**config.mk**
```make
export PLATFORM = sky130hd
export DESIGN_NAME = sdram_region_fetch
export DESIGN_NICKNAME = d
export VERILOG_FILES = /design/src/rtl/sdram_region_fetch.sv
export SDC_FILE = /design/constraint.sdc
export NUM_CORES = 1
export LEC_CHECK = 0
export ABC_AREA = 1
export ABC_CLOCK_PERIOD_IN_PS = 4200
export BUFFER_PORTS_ARGS = -buffer_cell sky130_fd_sc_hd__buf_2
export CAP_MARGIN = 20
export CORE_UTILIZATION = 40
export DETAILED_ROUTE_END_ITERATION = 10
export MAX_ROUTING_LAYER = met4
export PLACE_DENSITY = 0.62
export SYNTH_ARGS = -nofsm -noshare
export SYNTH_HDL_FRONTEND = slang
export SYNTH_SLANG_ARGS = --single-unit
```
**constraint.sdc**
```tcl
create_clock -name clk -period 4.2 [get_ports clk]
set_input_delay 0.42 -clock clk [delete_from_list [all_inputs] [get_ports clk]]
set_output_delay 0.42 -clock clk [all_outputs]
set_load 0.05 [all_outputs]
```
**src/rtl/sdram_region_fetch.sv**
```systemverilog
// sdram_region_fetch: Avalon-MM read master streaming a contiguous SDRAM region over valid/ready.
// Define SDRAM_FETCH_PERF_EN to add the saturating stall_cycles counter.
module sdram_region_fetch #(
  parameter int ADDR_W  = 26,
  parameter int DATA_W  = 8,
  parameter int LEN_W   = 16,
  parameter int MAX_OUT = 8,
  parameter int CNT_W   = 32
) (
  input  logic              clk,
  input  logic              reset_n,
  input  logic              req_valid,
  output logic              req_ready,
  input  logic [ADDR_W-1:0] req_base,
  input  logic [LEN_W-1:0]  req_len,
  input  logic              abort,
  output logic              busy,
  output logic              done,
  output logic              aborted,
  output logic              out_valid,
  input  logic              out_ready,
  output logic [DATA_W-1:0] out_data,
  output logic [LEN_W-1:0]  out_index,
  output logic              out_last,
  output logic [ADDR_W-1:0] master_address,
  output logic              master_read,
  output logic              master_write,
  output logic [DATA_W-1:0] master_writedata,
  input  logic [DATA_W-1:0] master_readdata,
  input  logic              master_readdatavalid,
  input  logic              master_waitrequest
`ifdef SDRAM_FETCH_PERF_EN
  ,
  output logic [CNT_W-1:0]  stall_cycles
`endif
);
  localparam int PW = $clog2(MAX_OUT);
  typedef enum logic [1:0] {IDLE, FETCH, DRAIN, FINISH} state_t;
  state_t state, state_nxt;
  logic [ADDR_W-1:0] base;
  logic [LEN_W-1:0] len, issued, popped;
  logic [PW:0] outstanding, count;
  logic [PW-1:0] wr_ptr, rd_ptr;
  logic [DATA_W-1:0] mem [MAX_OUT];
  logic abort_q, accept, fetching, issue, ret, push, pop, last_pop, flush;
  // Credits cover both reads in flight and buffered words, so the FIFO can never overflow.
  always_comb begin
    fetching = state == FETCH && !abort;
    accept = state == IDLE && req_valid;
    master_read = fetching && issued < len &&
                  ({1'b0, outstanding} + {1'b0, count}) < (PW+2)'(MAX_OUT);
    issue = master_read && !master_waitrequest;
    ret = master_readdatavalid && (state == FETCH || state == DRAIN);
    push = master_readdatavalid && state == FETCH;
    out_valid = fetching && count != '0;
    pop = out_valid && out_ready;
    last_pop = pop && popped == len - LEN_W'(1);
    flush = state == DRAIN && outstanding == '0;
    state_nxt = state;
    case (state)
      IDLE:    state_nxt = accept ? (req_len == '0 ? FINISH : FETCH) : IDLE;
      FETCH:   state_nxt = abort ? DRAIN : (last_pop ? FINISH : FETCH);
      DRAIN:   state_nxt = flush ? FINISH : DRAIN;
      default: state_nxt = IDLE;
    endcase
  end
  assign req_ready = state == IDLE;
  assign busy = state != IDLE;
  assign done = state == FINISH;
  assign aborted = done && abort_q;
  assign out_data = out_valid ? mem[rd_ptr] : '0;
  assign out_index = popped;
  assign out_last = out_valid && popped == len - LEN_W'(1);
  assign master_address = base + ADDR_W'(issued);
  assign master_write = 1'b0;
  assign master_writedata = '0;
  always_ff @(posedge clk or negedge reset_n) begin
    if (!reset_n) begin
      state <= IDLE;
      base <= '0;
      len <= '0;
      issued <= '0;
      popped <= '0;
      outstanding <= '0;
      count <= '0;
      wr_ptr <= '0;
      rd_ptr <= '0;
      abort_q <= 1'b0;
    end else begin
      state <= state_nxt;
      outstanding <= outstanding + (PW+1)'(issue) - (PW+1)'(ret);
      if (accept) begin
        base <= req_base;
        len <= req_len;
        issued <= '0;
        popped <= '0;
        abort_q <= 1'b0;
      end else begin
        issued <= issued + LEN_W'(issue);
        popped <= popped + LEN_W'(pop);
        abort_q <= abort_q || (state == FETCH && abort);
      end
      if (accept || flush) begin
        count <= '0;
        wr_ptr <= '0;
        rd_ptr <= '0;
      end else begin
        count <= count + (PW+1)'(push) - (PW+1)'(pop);
        wr_ptr <= wr_ptr + PW'(push);
        rd_ptr <= rd_ptr + PW'(pop);
      end
    end
  end
  always_ff @(posedge clk) begin
    if (push) mem[wr_ptr] <= master_readdata;
    if (reset_n && push) assert (count != (PW+1)'(MAX_OUT));
  end
`ifdef SDRAM_FETCH_PERF_EN
  always_ff @(posedge clk or negedge reset_n) begin
    if (!reset_n) stall_cycles <= '0;
    else if (accept) stall_cycles <= '0;
    else if (state == FETCH && ((master_read && master_waitrequest) || (out_valid && !out_ready)) && stall_cycles != '1)
      stall_cycles <= stall_cycles + CNT_W'(1);
  end
`endif
endmodule

```
==> results of run 1 <==
[routing by layer]
metal	up-vias	routed length [um]	track usage
met5	-	0	-
met4	0	731	0.09095
met3	33	841	0.03439
met2	186	10210	0.3260
met1	3369	10370	0.2579
li1	3825	-	-
[final timing paths]
path	from	endpoint	slack (ns)	cells past startpoint
max in group asynchronous	reset_n	len[0]	3.18	2
min reg2reg	base[10]	base[10]	0.49	2
max	issued[0]	master_address[18]	0.87	13
min in group clk	req_base[23]	base[23]	0.18	3
max reg2reg	state[1]	out_index[12]	0.92	21
min	reset_n	outstanding[0]	0.08	1
[synthesized netlist by cell type, types with 6 or more instances]
| library cell | number | share of area |
|---|---|---|
| nor3_1 | 15 | 0.0082 |
| nor2_2 | 8 | 0.0054 |
| a21oi_1 | 45 | 0.025 |
| nand4_1 | 11 | 0.0075 |
| a31oi_1 | 14 | 0.0095 |
| ha_1 | 57 | 0.078 |
| inv_1 | 133 | 0.054 |
| o21ai_0 | 85 | 0.046 |
| clkbuf_1 | 20 | 0.0082 |
| edfxtp_1 | 64 | 0.21 |
| nand3_2 | 6 | 0.0065 |
| o21ai_1 | 7 | 0.0038 |
| nand2_1 | 247 | 0.10 |
| nor2_4 | 7 | 0.0086 |
| nand3_1 | 40 | 0.022 |
| xor2_1 | 24 | 0.023 |
| buf_4 | 9 | 0.0074 |
| o22ai_1 | 9 | 0.0061 |
| xnor2_1 | 17 | 0.016 |
| dfrtp_1 | 91 | 0.25 |
| nor2_1 | 137 | 0.056 |
[area by class of cell]
cell class,instances,area (um^2)
Tap cell,285,356.6
Sequential cell,155,4199
Multi-Input combinational cell,784,4348
Fill cell,2168,11930
Clock buffer,17,425.4
Clock inverter,15,182.7
Timing Repair Buffer,118,605.6
Inverter,139,521.8
[state kept, by name (all words and copies together) (netlist names)]
signal       flops
abort_q          1
count            4
len             16
issued          16
rd_ptr           3
base            26
outstanding      4
state            2
mem             64
out_index       16
wr_ptr           3
[report_power, final]
| group | total (mW) | switching, mW | internal (mW) |
|---|---|---|---|
| sequential | 2.14 | 0.267 | 1.88 |
| clock | 1.55 | 0.740 | 0.810 |
| combinational | 2.94 | 2.07 | 0.877 |
[worst max-delay path: stages (launching register included)]
cell and delay (ns):
dfrtp_1 0.43, ha_1 0.23, inv_1 0.08, fa_1 0.41, o21ai_2 0.27, nand2_1 0.08, nand2_1 0.08, a21oi_2 0.10
o21bai_1 0.23, nand2_1 0.10, o21ai_1 0.09, nand2_1 0.06, nand2_1 0.06, buf_2 0.25
[cell families after synthesis]
kind of cell	share of synthesized area
XOR/XNOR	0.03908
buffers and inverters	0.07327
other	0.0004082
flip-flops	0.4570
AO/OA/AOI/OAI	0.1066
AND/OR/NAND/NOR	0.2394
adder cells (fa/ha/maj)	0.08416
[through the flow]
| step | instances | hold slack, ns | area (um^2) | util |
|---|---|---|---|---|
| final | 1513 | 0.07738 | 10640 | 0.4713 |
| after global routing | 1513 | 0.1360 | 10640 | 0.4713 |
| after CTS | 1513 | 0.1033 | 10640 | 0.4713 |
| after detailed placement | 1481 | 0.4724 | 10030 | 0.4444 |
| after global placement | 1481 | 0.4692 | 10030 | 0.4444 |
| after floorplan | 1109 | 0.1244 | 9218 | - |
==> impl_metrics.yaml, run 1 <==
status:
  status: "finished, final reports clean"
global_route:
  antenna_found_initial: 0
  gr-total-overflow: 0
  grt_pass1_vias: 7437
  grt_pass1_wl_mm: 36.73
  grt_usage: 0.2053
  grt_max_degree: 62
placement:
  globalplace.congestion: 0.8932
  preCtsSetupSlack_ns: 0.9211
  io_buffers: 113
  hpwl_mm: 16.29
synthesis:
  yosysSeqAreaShare: 0.4570
  synth_area_um2: 9188
  yosys_warnings: 0
  yosysUniqueCellTypes: 50
  async_flop_share: 0.5871
  synth-edff-count: 64
  yosys_most_used_dff: "dfrtp_1"
  synth_seq_cells: 155
  netlist_instances: 1101
  synth_area_per_cell_um2: 8.345
sta:
  period_minus_slack_ns: 3.331
  worst_slew_pin_slew_ns: 1.041
  hold_viol: 0
  final.period_utilization: 0.7931
  finalSetupTns_ns: 0
  report.final.slew_viol_count: 0
  layout_setup_ws_ns: 0.8688
  setup_violations: 0
  rsz0062_at_grt: "false"
  fmax_mhz: 300.2
  max_slew_margin: 0.3032
  fin_skew_ns: 0.008533
die:
  io_pins: 123
  die_h_um: 153.6
  row_count: 55
  dieArea_um2: 23580
  die_w_um: 153.6
  start_util: 0.4070
  coreArea_um2: 22570
critical_path:
  cp-start-kind: "register"
  path_class: "reg2out"
  path_max_fanout: 5
  worst_ep_arrival_time_ns: 2.91
  endpoint_kind: "output port"
  cp.required_ns: 3.78
routing:
  vias: 7413
  via_per_inst: 4.900
  post_drt_wl_per_cell_um: 14.64
  routed_wl_mm: 22.15
  first_pass_iters: 7
  antenna_left: 0
  drtIter0Drc: 391
  drc: 0
cts:
  cts_buffers: 17
  path_clk_slew_ns: 0.07
  post_cts_buffers: 0
  clk_path_buf_depth: 2
  clock-sinks: 155
  hold_buffers: 0
  htree_num_levels: 4
  tritoncts: "done"
  cts_root_buffer: "clkbuf_16"
  clock_latency_ns: 0.44
  cts_resized: 0
cells_and_area:
  layout_common_cells: "nand2_1 (246), nor2_1 (137), inv_1 (132)"
  area_growth_pct: 15.80
  layout.nets: 1332
  layout-drive-gt1-share: 0.1596
  final_common_cell: "nand2_1"
  n_antenna_cell: 0
power:
  leakage_nw: 5.100
  peakVddDrop_v: 0.0003887
  p_per_area_nw_per_um2: 623.8
  p_total_mw: 6.637
hold_path:
  min-delay-path-class: "in2async"
run:
  drv_cap: 0
Note: power is estimated with default switching activity, not from simulation.
==> inputs of run 2 (changes only) <==
--- a/config.mk
+++ b/config.mk
@@ -6,13 +6,13 @@
 export NUM_CORES = 1
 export LEC_CHECK = 0
 export ABC_AREA = 1
-export ABC_CLOCK_PERIOD_IN_PS = 4200
+export ABC_CLOCK_PERIOD_IN_PS = 2700
 export BUFFER_PORTS_ARGS = -buffer_cell sky130_fd_sc_hd__buf_2
 export CAP_MARGIN = 20
 export CORE_UTILIZATION = 40
 export DETAILED_ROUTE_END_ITERATION = 10
 export MAX_ROUTING_LAYER = met4
-export PLACE_DENSITY = 0.62
+export PLACE_DENSITY = 0.64
 export SYNTH_ARGS = -nofsm -noshare
 export SYNTH_HDL_FRONTEND = slang
 export SYNTH_SLANG_ARGS = --single-unit
==> constraint.sdc (replaced) <==
create_clock -name clk -period 2.7 [get_ports clk]
set_input_delay 0.27 -clock clk [delete_from_list [all_inputs] [get_ports clk]]
set_output_delay 0.27 -clock clk [all_outputs]
set_load 0.05 [all_outputs]
==> impl_metrics.yaml, run 2 (same netlist as run 1, synthesis figures left out) <==
status:
  status: "complete, but fails checks"
  violations: "setup timing"
cells_and_area:
  final_core_util: 0.5751
  top_regs: "mem (64), base (26)"
  stdcell_count: 1668
  largest_register_ffs: 64
  layout-drive-gt1-share: 0.3625
  layout.nets: 1486
  final_common_cell: "nand2_1"
  area_growth_pct: 41.28
  largest-register: "mem"
  layout_common_cells: "nand2_1 (208), buf_4 (153), nor2_1 (121)"
hold_path:
  hold_start: "req_base[13]"
  min-delay-path-class: "in2reg"
  min_to: "base[13]"
  hold_depth: 3
sta:
  finalSetupTns_ns: -3.864
  setup_violations: 25
  max_slew_margin: 0.5647
  report.final.slew_viol_count: 0
  period_minus_slack_ns: 3.063
  layout_setup_ws_ns: -0.3628
  holdWs_ns: 0.02655
  rsz0062_at_grt: "true"
  final.period_utilization: 1.134
  hold_viol: 0
  worst_slew_pin_slew_ns: 0.6530
  fmax_mhz: 326.5
  fin_skew_ns: 0.01079
placement:
  io_buffers: 113
  dp.cells: 1561
  globalplace.congestion: 0.8889
  hpwl_mm: 17.30
routing:
  via_per_inst: 5.065
  drc: 0
  drtIter0Drc: 485
  post_drt_wl_per_cell_um: 15.73
  first_pass_iters: 5
  vias: 8449
  routed_wl_mm: 26.24
  antenna_left: 0
critical_path:
  reg2reg_depth: 18
  cp.required_ns: 3.02
  worst_ep_arrival_time_ns: 3.38
  path_cells: "ha_4, a21oi_1, nand2_1, xor2_1, nor2_1, nand4_1, nor2_1, ha_2, ha_4, nand2_4, nor2_4, nand2_2, nor2_4, nand2_2, nor3b_4, nand3_2, o21ai_2, a21oi_2"
  path_class: "reg2reg"
  reg2reg_to: "issued[12]"
  startpoint: "outstanding[2]"
  reg2reg_from: "outstanding[2]"
  cp-start-kind: "register"
  crit_buf_inv: 0
  reg2reg_slack_ns: -0.36
  crit_slowest_cell: "dfrtp_1"
  cpPeakStageDelay_ns: 0.42
  crit_family: "simple AND/OR/NAND/NOR gates"
  endpoint_kind: "register"
  path_max_fanout: 4
global_route:
  grt_pass1_wl_mm: 39.56
  grt_max_degree: 48
  gr-total-overflow: 0
  antenna_found_initial: 1
  grt_usage: 0.2178
  grt_pass1_vias: 8060
cts:
  path_clk_slew_ns: 0.07
  cts_buffers: 17
  clock_latency_ns: 0.43
  htree_num_levels: 4
  tritoncts: "done"
  clk_path_buf_depth: 2
  cts_root_buffer: "clkbuf_16"
  clock-sinks: 155
die:
  row_count: 55
  die_w_um: 153.6
  die_h_um: 153.6
  dieArea_um2: 23580
  start_util: 0.4070
  coreArea_um2: 22570
  io_pins: 123
power:
  pwr-share-seq: 0.273
  leakage_nw: 6.131
  p_comb_frac: 0.518
  clock_power_share: 0.209
  switching_share: 0.4349
  p_switching_mw: 5.312
  p_int_mw: 6.901
  p_per_area_nw_per_um2: 940.9
  peakVddDrop_v: 0.0007978
run:
  drv_cap: 0
## run 2: per-stage QoR
step           area [um^2]  setup slack, ns  power (mW)
2_1_floorplan         9316          -0.2478       6.881
4_1_cts              12010          -0.1484       11.50
3_3_place_gp         10730          -0.1271       8.365
3_5_place_dp         10730          -0.1965       8.455
5_1_grt              12980          -0.5255       12.95
6_report             12980          -0.3628       12.21
## run 2: area by class of cell
class	count	area, um^2
Antenna cell	1	2.502
Clock buffer	20	436.7
Clock inverter	12	171.4
Fill cell	1929	9592
Inverter	139	540.5
Multi-Input combinational cell	784	5348
Sequential cell	155	4200
Tap cell	285	356.6
Timing Repair Buffer	272	1924
## run 2: power by group through the flow
stage	combinational, mW	sequential (mW)	clock [mW]
floorplan	3.59	3.29	0
global placement	5.08	3.28	0
detailed placement	5.16	3.29	0
CTS	5.63	3.31	2.56
global route	6.89	3.39	2.67
finish	6.33	3.34	2.55
## run 2: worst register-to-register path: stages (launching register included)
cell     delay (ns)
dfrtp_1        0.42
ha_4           0.26
a21oi_1        0.14
nand2_1        0.08
xor2_1         0.14
nor2_1         0.15
nand4_1        0.16
nor2_1         0.15
ha_2           0.23
ha_4           0.15
nand2_4        0.05
nor2_4         0.11
nand2_2        0.08
nor2_4         0.13
nand2_2        0.09
nor3b_4        0.23
nand3_2        0.17
o21ai_2        0.18
a21oi_2        0.04
## run 2: worst max-delay path by stage
| stage | end | slack [ns] | cells past startpoint |
|---|---|---|---|
| after floorplan | out_index[12] | -0.25 | 20 |
| final | issued[12] | -0.36 | 18 |
| after global routing | issued[12] | -0.53 | 19 |
| after global placement | issued[14] | -0.13 | 18 |
| after CTS | issued[15] | -0.15 | 22 |
| after detailed placement | issued[12] | -0.20 | 18 |
## run 2: routing by layer
metal,vias up,wire [um],global-route usage
met5,-,0,-
met4,0,520,0.07333
met3,44,1044,0.02903
met2,246,13550,0.3768
met1,4023,11120,0.2613
li1,4136,-,-
## run 2: repair_timing
item | in CTS | in global routing
endpoints found under the hold margin | 45 | 0
setup endpoints to repair | 29 | 45
buffers inserted | 27 | 60
pin swaps | 33 | 100
hold buffers | 1 | 0
resized for setup | 98 | 152
==> inputs of run 3 (changes only) <==
--- a/config.mk
+++ b/config.mk
@@ -5,7 +5,6 @@
 export SDC_FILE = /design/constraint.sdc
 export NUM_CORES = 1
 export LEC_CHECK = 0
-export ABC_AREA = 1
 export ABC_CLOCK_PERIOD_IN_PS = 2700
 export BUFFER_PORTS_ARGS = -buffer_cell sky130_fd_sc_hd__buf_2
 export CAP_MARGIN = 20
==> impl_metrics.yaml, run 3 <==
status:
  status: "complete, but fails checks"
  violations: "setup timing"
critical_path:
  crit_slowest_cell: "a211oi_1"
  cp.required_ns: 2.43
  path_cells: "ha_1, a211oi_1, a211oi_2, o41a_1, buf_6, a31oi_4, xnor2_2, buf_6"
  cpPeakStageDelay_ns: 0.42
  path_max_fanout: 3
  cp-start-kind: "register"
  endpoint_kind: "output port"
  path_class: "reg2out"
  cpMostUsedCell: "buf_6"
  worst_ep_arrival_time_ns: 2.79
global_route:
  grt_usage: 0.2089
  antenna_found_initial: 1
  grt_pass1_vias: 6641
  gr-total-overflow: 0
  grt_max_degree: 43
  grt_pass1_wl_mm: 34.56
  grt_busiest_layer: "met2"
  use_met2: 0.3181
  grtUsageMet3: 0.03089
  met1_usage: 0.2843
die:
  start_util: 0.4095
  die_h_um: 149.2
  dieArea_um2: 22250
  io_pins: 123
  row_count: 53
  coreArea_um2: 21150
  die_w_um: 149.2
routing:
  antenna_left: 0
  post_drt_wl_per_cell_um: 16.41
  drtIter0Drc: 328
  via_per_inst: 5.120
  vias: 6871
  first_pass_iters: 4
  drc: 0
  routed_wl_mm: 22.02
sta:
  report.final.slew_viol_count: 0
  max_slew_margin: 0.6223
  hold_viol: 0
  rsz0062_at_grt: "true"
  holdWs_ns: 0.01726
  fmax_mhz: 326.6
  final.period_utilization: 1.134
  worst_slew_pin_slew_ns: 0.5665
  fin_skew_ns: 0.01211
  setup_violations: 32
  layout_setup_ws_ns: -0.3621
  period_minus_slack_ns: 3.062
synthesis:
  synth_area_um2: 8663
  synth_top_family_by_area: "simple AND/OR/NAND/NOR gates"
  synthTopCellsByCount: "nand2_1 (118), dfrtp_1 (91), nor2_1 (65)"
  synth_area_leaders: "dfrtp_1 (26%), edfxtp_1 (22%), ha_1 (8.2%)"
  synth-edff-count: 64
  yosysUniqueCellTypes: 58
  yosys.area_share.simple: 0.1680
  synthAdderAreaFrac: 0.08925
  synth_top_area_cell: "dfrtp_1"
  synth_seq_cells: 155
  synth_area_per_cell_um2: 10.50
  synth_compound_area_frac: 0.09951
  yosysSeqAreaShare: 0.4847
  yosys_most_used_dff: "dfrtp_1"
  synthXorXnorAreaFrac: 0.06571
  netlist_instances: 825
  yosysMostFrequentCell: "nand2_1"
  synth_top_area_share: 0.2629
  async_flop_share: 0.5871
  yosys_warnings: 0
  synthMuxAreaShare: 0.05315
cells_and_area:
  stdcell_count: 1342
  top_regs: "mem (64), base (26)"
  largest-register: "mem"
  layout.nets: 1170
  area_growth_pct: 37.12
  largest_register_ffs: 64
  layout_common_cells: "nand2_1 (116), buf_4 (112), dfrtp_1 (91)"
  final_common_cell: "nand2_1"
  final_core_util: 0.5615
  layout-drive-gt1-share: 0.3612
power:
  switching_share: 0.4143
  leakage_nw: 5.346
  p_total_mw: 11.37
  p_switching_mw: 4.710
  p_per_area_nw_per_um2: 957.1
  pwr-share-seq: 0.294
  peakVddDrop_v: 0.0005979
  clock_power_share: 0.229
  p_comb_frac: 0.477
  p_int_mw: 6.659
placement:
  dp.cells: 1281
  io_buffers: 113
  hpwl_mm: 15.29
  globalplace.congestion: 0.8668
cts:
  clk_path_buf_depth: 2
  htree_num_levels: 4
  cts_root_buffer: "clkbuf_16"
  clock-sinks: 155
  path_clk_slew_ns: 0.07
  tritoncts: "done"
  cts_buffers: 17
  clock_latency_ns: 0.44
run:
  drv_cap: 0
hold_path:
  min-delay-path-class: "in2reg"
[run 3: critical path, delay by kind of cell (launching register included)]
family          cells  cell delay, ns
compound gates      4            1.16
xor+xnor            1            0.13
buf+inv             2            0.35
flops               1            0.40
fa+ha+maj           1            0.31
[run 3: kinds of logic after synthesis]
group | Yosys count
simple gates | 308
flops | 155
compound gates | 132
buf+inv | 78
xor+xnor | 65
fa+ha+maj | 60
mux | 26
other cells | 1
[run 3: path summary, 6_finish.rpt]
check	slack, ns	cells past startpoint	endpoint	start
setup / recovery	-0.36	8	master_address[14]	base[7]
hold / removal	0.02	3	base[18]	req_base[18]
setup reg to reg	-0.26	12	outstanding[2]	issued[4]
hold reg to reg	0.51	2	abort_q	abort_q
max in group asynchronous	1.74	3	outstanding[2]	reset_n
min in group asynchronous	0.26	2	out_index[3]	reset_n
[run 3: cell type report]
type | instances | area [um^2]
diodes | 1 | 2.502
clock buffers | 17 | 425.4
clock inverters | 15 | 225.2
fillers | 1786 | 9275
inverters | 42 | 157.7
multi-input cells | 600 | 4823
flip-flops and latches | 155 | 4199
well taps | 275 | 344.1
repair buffers | 237 | 1702
[run 3: power groups by stage]
stage | Clock [mW] | Sequential (mW) | Combinational (mW)
5_1_grt | 2.74 | 3.41 | 5.89
4_1_cts | 2.64 | 3.33 | 5.20
3_5_place_dp | 0 | 3.33 | 4.69
6_report | 2.60 | 3.34 | 5.43
3_3_place_gp | 0 | 3.33 | 4.62
2_1_floorplan | 0 | 3.28 | 3.26
[run 3: metal layers]
metal	vias to the layer above	wire [um]
met1	3294	10180
li1	3392	-
met4	0	297
met5	-	0
met2	164	10540
met3	21	997
[run 3: timing repair]
item,in CTS,in global routing
setup endpoints to repair,33,43
gates resized for setup,106,56
endpoints found under the hold margin,20,0
hold buffers,1,0
buffers inserted,15,14
pin swaps,42,39
[run 3: stage by stage]
stage,area [um^2],TNS (ns),setup slack (ns)
5_1_grt,11880,-8.946,-0.4687
2_1_floorplan,8785,-1.511,-0.4139
4_1_cts,11520,-5.041,-0.3680
3_5_place_dp,10260,-1.248,-0.1476
3_3_place_gp,10260,-0.2496,-0.06205
6_report,11880,-5.098,-0.3621
